--- config.mk ---
export PLATFORM = sky130hd
export DESIGN_NAME = shift_arbiter_flat
export DESIGN_NICKNAME = d
export VERILOG_FILES = /design/src/rtl/shift_arbiter_if.sv /design/src/rtl/shift_arbiter.sv /design/src/flat_wrapper.sv
export SDC_FILE = /design/constraint.sdc
export NUM_CORES = 1
export LEC_CHECK = 0
export ABC_AREA = 1
export CORE_MARGIN = 8
export CORE_UTILIZATION = 41
export CTS_CLUSTER_DIAMETER = 80
export DETAILED_ROUTE_END_ITERATION = 7
export GPL_TIMING_DRIVEN = 0
export PLACE_DENSITY = 0.77
export RECOVER_POWER = 50
export SLEW_MARGIN = 20
export SYNTH_ARGS = -nofsm -noshare
export SYNTH_HDL_FRONTEND = slang
export SYNTH_SLANG_ARGS = --single-unit
--- constraint.sdc ---
create_clock -name clk -period 3.4 [get_ports clk]
set_clock_uncertainty 0.2 [all_clocks]
set_input_delay 0.85 -clock clk [delete_from_list [all_inputs] [get_ports clk]]
set_output_delay 0.85 -clock clk [all_outputs]
set_load 0.005 [all_outputs]
--- src/rtl/shift_arbiter_if.sv ---
// shift_arbiter_if: request/result bundle between the lanes, the shared shifter arbiter and the result consumer.
interface shift_arbiter_if #(
  parameter int NUM_REQ       = 4,
  parameter int DATA_WIDTH_IN = 8,
  parameter int SHIFT_AMOUNT  = 16
);
  localparam int SHIFT_BITS     = $clog2(SHIFT_AMOUNT);
  localparam int ID_BITS        = $clog2(NUM_REQ);
  localparam int DATA_WIDTH_OUT = SHIFT_AMOUNT + DATA_WIDTH_IN;
  logic [NUM_REQ-1:0]               req_valid;
  logic [NUM_REQ-1:0]               req_ready;
  logic [NUM_REQ*DATA_WIDTH_IN-1:0] req_data;
  logic [NUM_REQ*SHIFT_BITS-1:0]    req_amount;
  logic [NUM_REQ-1:0]               req_dir;
  logic                             res_valid;
  logic                             res_ready;
  logic [DATA_WIDTH_OUT-1:0]        res_data;
  logic [ID_BITS-1:0]               res_id;
  modport master (
    output req_valid, req_data, req_amount, req_dir, res_ready,
    input  req_ready, res_valid, res_data, res_id
  );
  modport slave (
    input  req_valid, req_data, req_amount, req_dir, res_ready,
    output req_ready, res_valid, res_data, res_id
  );
endinterface

--- src/rtl/shift_arbiter.sv ---
// shift_arbiter: round-robin arbiter sharing one sign-extending shifter, with a registered, backpressured result stage.
module shift_arbiter #(
  parameter int NUM_REQ       = 4,
  parameter int DATA_WIDTH_IN = 8,
  parameter int SHIFT_AMOUNT  = 16
) (
  input logic           clk,
  input logic           rst,
  shift_arbiter_if.slave bus
);
  localparam int SHIFT_BITS     = $clog2(SHIFT_AMOUNT);
  localparam int ID_BITS        = $clog2(NUM_REQ);
  localparam int DATA_WIDTH_OUT = SHIFT_AMOUNT + DATA_WIDTH_IN;
  logic [ID_BITS-1:0]               ptr, off, gnt, ptr_next;
  logic [ID_BITS:0]                 sum;
  logic [2*NUM_REQ-1:0]             dbl;
  logic                             found, accept, dir;
  logic [DATA_WIDTH_IN-1:0]         opd;
  logic [SHIFT_BITS-1:0]            amt;
  logic signed [DATA_WIDTH_OUT-1:0] ext, shifted;
  // Rotate valids so bit 0 is the ptr position; the lowest set bit is the winner's offset.
  always_comb begin
    dbl = {bus.req_valid, bus.req_valid} >> ptr;
    off = '0;
    found = 1'b0;
    for (int i = NUM_REQ - 1; i >= 0; i--)
      if (dbl[i]) begin
        off = ID_BITS'(i);
        found = 1'b1;
      end
    sum = {1'b0, ptr} + {1'b0, off};
    gnt = sum >= (ID_BITS+1)'(NUM_REQ) ? ID_BITS'(sum - (ID_BITS+1)'(NUM_REQ)) : sum[ID_BITS-1:0];
    ptr_next = gnt == ID_BITS'(NUM_REQ - 1) ? '0 : gnt + 1'b1;
    accept = found && (!bus.res_valid || bus.res_ready) && !rst;
    bus.req_ready = accept ? NUM_REQ'(1) << gnt : '0;
    opd = bus.req_data[gnt*DATA_WIDTH_IN +: DATA_WIDTH_IN];
    amt = bus.req_amount[gnt*SHIFT_BITS +: SHIFT_BITS];
    dir = bus.req_dir[gnt];
    ext = {{SHIFT_AMOUNT{opd[DATA_WIDTH_IN-1]}}, opd};
    shifted = dir ? ext << amt : ext >>> amt;
  end
  always_ff @(posedge clk)
    if (rst) begin
      ptr <= '0;
      bus.res_valid <= 1'b0;
      bus.res_data <= '0;
      bus.res_id <= '0;
    end else if (accept) begin
      ptr <= ptr_next;
      bus.res_valid <= 1'b1;
      bus.res_data <= shifted;
      bus.res_id <= gnt;
    end else if (bus.res_ready) begin
      bus.res_valid <= 1'b0;
    end
endmodule

--- src/flat_wrapper.sv ---
// flat-port wrapper written by rule: the top's interface ports become plain ports
module shift_arbiter_flat 
#(
  parameter int NUM_REQ       = 4,
  parameter int DATA_WIDTH_IN = 8,
  parameter int SHIFT_AMOUNT  = 16
)
  (clk, rst, bus_req_valid, bus_req_data, bus_req_amount, bus_req_dir, bus_res_ready, bus_req_ready, bus_res_valid, bus_res_data, bus_res_id);
  shift_arbiter_if #(.NUM_REQ(NUM_REQ), .DATA_WIDTH_IN(DATA_WIDTH_IN), .SHIFT_AMOUNT(SHIFT_AMOUNT)) bus_i ();
  input logic clk;
  input logic rst;
  input wire logic [$bits(bus_i.req_valid)-1:0] bus_req_valid;
  input wire logic [$bits(bus_i.req_data)-1:0] bus_req_data;
  input wire logic [$bits(bus_i.req_amount)-1:0] bus_req_amount;
  input wire logic [$bits(bus_i.req_dir)-1:0] bus_req_dir;
  input wire logic [$bits(bus_i.res_ready)-1:0] bus_res_ready;
  output wire logic [$bits(bus_i.req_ready)-1:0] bus_req_ready;
  output wire logic [$bits(bus_i.res_valid)-1:0] bus_res_valid;
  output wire logic [$bits(bus_i.res_data)-1:0] bus_res_data;
  output wire logic [$bits(bus_i.res_id)-1:0] bus_res_id;
  assign bus_i.req_valid = bus_req_valid;
  assign bus_i.req_data = bus_req_data;
  assign bus_i.req_amount = bus_req_amount;
  assign bus_i.req_dir = bus_req_dir;
  assign bus_i.res_ready = bus_res_ready;
  assign bus_req_ready = bus_i.req_ready;
  assign bus_res_valid = bus_i.res_valid;
  assign bus_res_data = bus_i.res_data;
  assign bus_res_id = bus_i.res_id;
  shift_arbiter #(.NUM_REQ(NUM_REQ), .DATA_WIDTH_IN(DATA_WIDTH_IN), .SHIFT_AMOUNT(SHIFT_AMOUNT)) u_core (.clk(clk), .rst(rst), .bus(bus_i));
endmodule
==> flow_summary.ini <==
[flow_run]
cap_violations = 0

[synthesis]
ys_seq_elements = 28
syn-cell-area_sq_um = 2500
ys_seq_area_frac = 0.224
yosys.cell_types.count = 32
yosys_warnings = 0
synthCells = 443
syn-num-nets = 507
synth.avg_cell_area_sq_um = 5.64

[setup_path]
crit_path_cell_trace = buf_6 -> nand2_2 -> nand3_2 -> nand2_2 -> nand3_2 -> a21boi_2 -> ha_2 -> xor2_2 -> inv_1 -> nand3_2 -> nand2_2 -> buf_6 -> buf_8 -> ha_4 -> inv_2 -> nor2_1 -> buf_2
timing.rr.start = u_core.ptr[0]$_SDFFE_PP0P_
critPathRequiredTime_ns = 2.35
start_kind = input port
cp_max_fo = 3
critPathMaxStageDelay_ns = 0.21
crit_slowest_cell = ha_2
arrival_ns = 2.61
crit_type = in2out
critPathLaunch = bus_req_valid[3]
endpoint_kind = output port
reg2regPathDepth = 22

[sta]
final-setup-viol-count = 4
worst_slack_ns = -0.263
finalSetupTns_ns = -0.963
hold_viol = 0
timing.final.crit_share = 1.08
rsz0062_at_grt = true
worst_slew_pin_slew_ns = 0.557
fmax_mhz = 273
drv_slew = 0
slew_headroom = 0.629
fin_crit_ns = 3.66

[floorplan]
dieArea_sq_um = 8850
die_x_um = 94.1
start_util = 0.422
rows = 28
core_sq_um = 5920
pin_count = 90
die_h_um = 94.1

[place]
globalplace.congestion = 0.915
io_buffers = 89
dp_hpwl_um = 6850

[cells_and_area]
fillers = 539
nNetsFinal = 618
register_area_sq_um = 563
area_growth_pct = 61.5
antenna_cells = 0
multi_input_area_sq_um = 2020
final_layout_size_suffix_gt1_frac = 0.241

[grt]
grt_usage = 0.202
use_met1 = 0.237
globalRoute.totalOverflow = 0
grt_start_max_net_pins = 16
grt_first_pass_wirelength_um = 14800
grt_pass1_vias = 3292
grt_antenna_before_repair = 0
grtUsageMet2 = 0.362
grtUsageMet3 = 0.0424
busiest_layer = met2

[detailed_routing]
dr.pass1.iters = 5
drtAntennaViolNets = 0
wl_per_cell_um = 14.7
drt_iter0_markers = 267
routed_via_density = 5.24
wirelength_um = 9240
dr_total_vias = 3288
route.detailed.drc = 0

[hold_path]
hold_depth = 2
hold_path_startpoint = u_core.bus.res_data[19]$_SDFFE_PP0P_
hold_path.class = reg2reg

[clock_network]
clock_sinks = 28
htreeDepth = 1
cts_tree = yes
clock_path_buffers = 2
cts_hold_buf = 0
clk_latency_ns = 0.28
cts_root_buf = clkbuf_8
cts_made_buffers = 3
clk_pin_slew_ns = 0.09

[outcome]
outcome = finished, violations left
violations = setup timing
-- per-layer routing --
layer	part of all wire	vias to the layer above
met5	0	-
met4	0.027	0
met3	0.065	22
met2	0.49	119
met1	0.41	1495
li1	-	1652
-- logic make-up after synthesis --
family	synth area share
flip-flops	0.224
AO/OA/AOI/OAI	0.135
multiplexers	0.0320
adder cells (fa/ha/maj)	0.0250
XOR/XNOR	0.00351
buffers and inverters	0.0931
AND/OR/NAND/NOR	0.487
-- state kept, by name, summed over array words and instances (netlist names) --
register,count
u_core.bus.res_data,23
u_core.bus.res_id,2
u_core.bus.res_valid,1
u_core.ptr,2
-- cell type report --
| cell class | instances | area share |
|---|---|---|
| clock buffer | 4 | 0.0136 |
| sequential | 28 | 0.140 |
| timing repair buffer | 107 | 0.256 |
| buffer | 19 | 0.0381 |
| tap | 75 | 0.0233 |
| multi-input combinational | 365 | 0.500 |
| inverter | 30 | 0.0301 |
-- synth_stat cells --
cell type / instances / area share
or2_2: 2 / 0.0050
o21bai_1: 1 / 0.0030
nand3_2: 1 / 0.0040
inv_1: 20 / 0.030
buf_1: 1 / 0.0015
nand2_2: 2 / 0.0050
nand3_1: 69 / 0.14
o21ai_4: 1 / 0.0065
dfxtp_1: 28 / 0.22
inv_2: 6 / 0.0090
buf_6: 3 / 0.014
a21boi_0: 1 / 0.0030
a22oi_1: 1 / 0.0030
mux2i_1: 8 / 0.032
nor2_1: 20 / 0.030
a21oi_1: 41 / 0.082
nor3_1: 1 / 0.0020
buf_2: 6 / 0.012
nor2_4: 1 / 0.0045
ha_1: 5 / 0.025
nor2_2: 2 / 0.0050
a21oi_4: 1 / 0.0065
nand2_1: 193 / 0.29
o21ai_1: 2 / 0.0040
o21ai_2: 3 / 0.011
xor2_1: 1 / 0.0035
clkinv_1: 4 / 0.0060
a31oi_1: 1 / 0.0025
o21ai_0: 7 / 0.014
buf_4: 4 / 0.012
clkbuf_1: 6 / 0.0090
nand3b_1: 1 / 0.0030
-- cell usage in the layout (no fill, tap or decap), types with 2 or more instances in the layout --
cell,synthesis,final
nand2_2,2,25
inv_1,20,18
nor2_1,20,16
dfxtp_1,28,26
o21ai_4,1,3
clkinv_1,4,2
ha_4,0,4
o21ai_2,3,2
nor2_4,1,3
clkdlybuf4s50_1,0,61
o21ai_0,7,3
nand2_1,193,166
o21ai_1,2,5
buf_4,4,21
nand2_4,0,4
buf_12,0,2
buf_2,6,6
nor2_2,2,4
nand3_1,69,51
nand3_2,1,19
dfxtp_2,0,2
a21oi_2,0,5
dlygate4sd3_1,0,20
or2_2,2,2
buf_6,3,8
clkbuf_1,6,4
clkbuf_8,0,5
mux2i_1,8,7
a21oi_1,41,36
inv_2,6,7
-- repair_timing --
item,in CTS,in global routing
setup buffers,11,6
resized for setup,75,61
endpoints found under the setup margin,26,26
cloned,0,1
hold endpoints to repair,0,0
pin swaps,14,13
-- worst paths after layout --
path                                               end  slack (ns)
setup reg to reg   u_core.bus.res_data[4]$_SDFFE_PP0P_        0.11
hold reg to reg   u_core.bus.res_data[19]$_SDFFE_PP0P_        0.27
setup / recovery                      bus_req_ready[3]       -0.26
hold / removal    u_core.bus.res_data[19]$_SDFFE_PP0P_        0.27
-- worst max-delay path, delay by kind of cell --
| kind | cells | cell delay, ns |
|---|---|---|
| compound gates | 1 | 0.13 |
| buf+inv | 6 | 0.59 |
| simple gates | 7 | 0.48 |
| fa+ha+maj | 2 | 0.36 |
| xor+xnor | 1 | 0.19 |
-- stage by stage --
| step | setup slack [ns] | hold slack (ns) | utilization | cell area [sq um] | cells |
|---|---|---|---|---|---|
| final | -0.263 | 0.270 | 0.682 | 4040 | 628 |
| after global routing | -0.341 | 0.294 | 0.682 | 4040 | 628 |
| after CTS | -0.181 | 0.277 | 0.639 | 3780 | 622 |
| after detailed placement | -1.18 | 0.260 | 0.591 | 3500 | 607 |
| after global placement | -1.12 | 0.256 | 0.591 | 3500 | 607 |
| after floorplan | 0.00505 | 0.262 | - | 2510 | 443 |
Power is not shown: default switching activity piles up to over one toggle a cycle in this logic, so the estimate is an artifact.
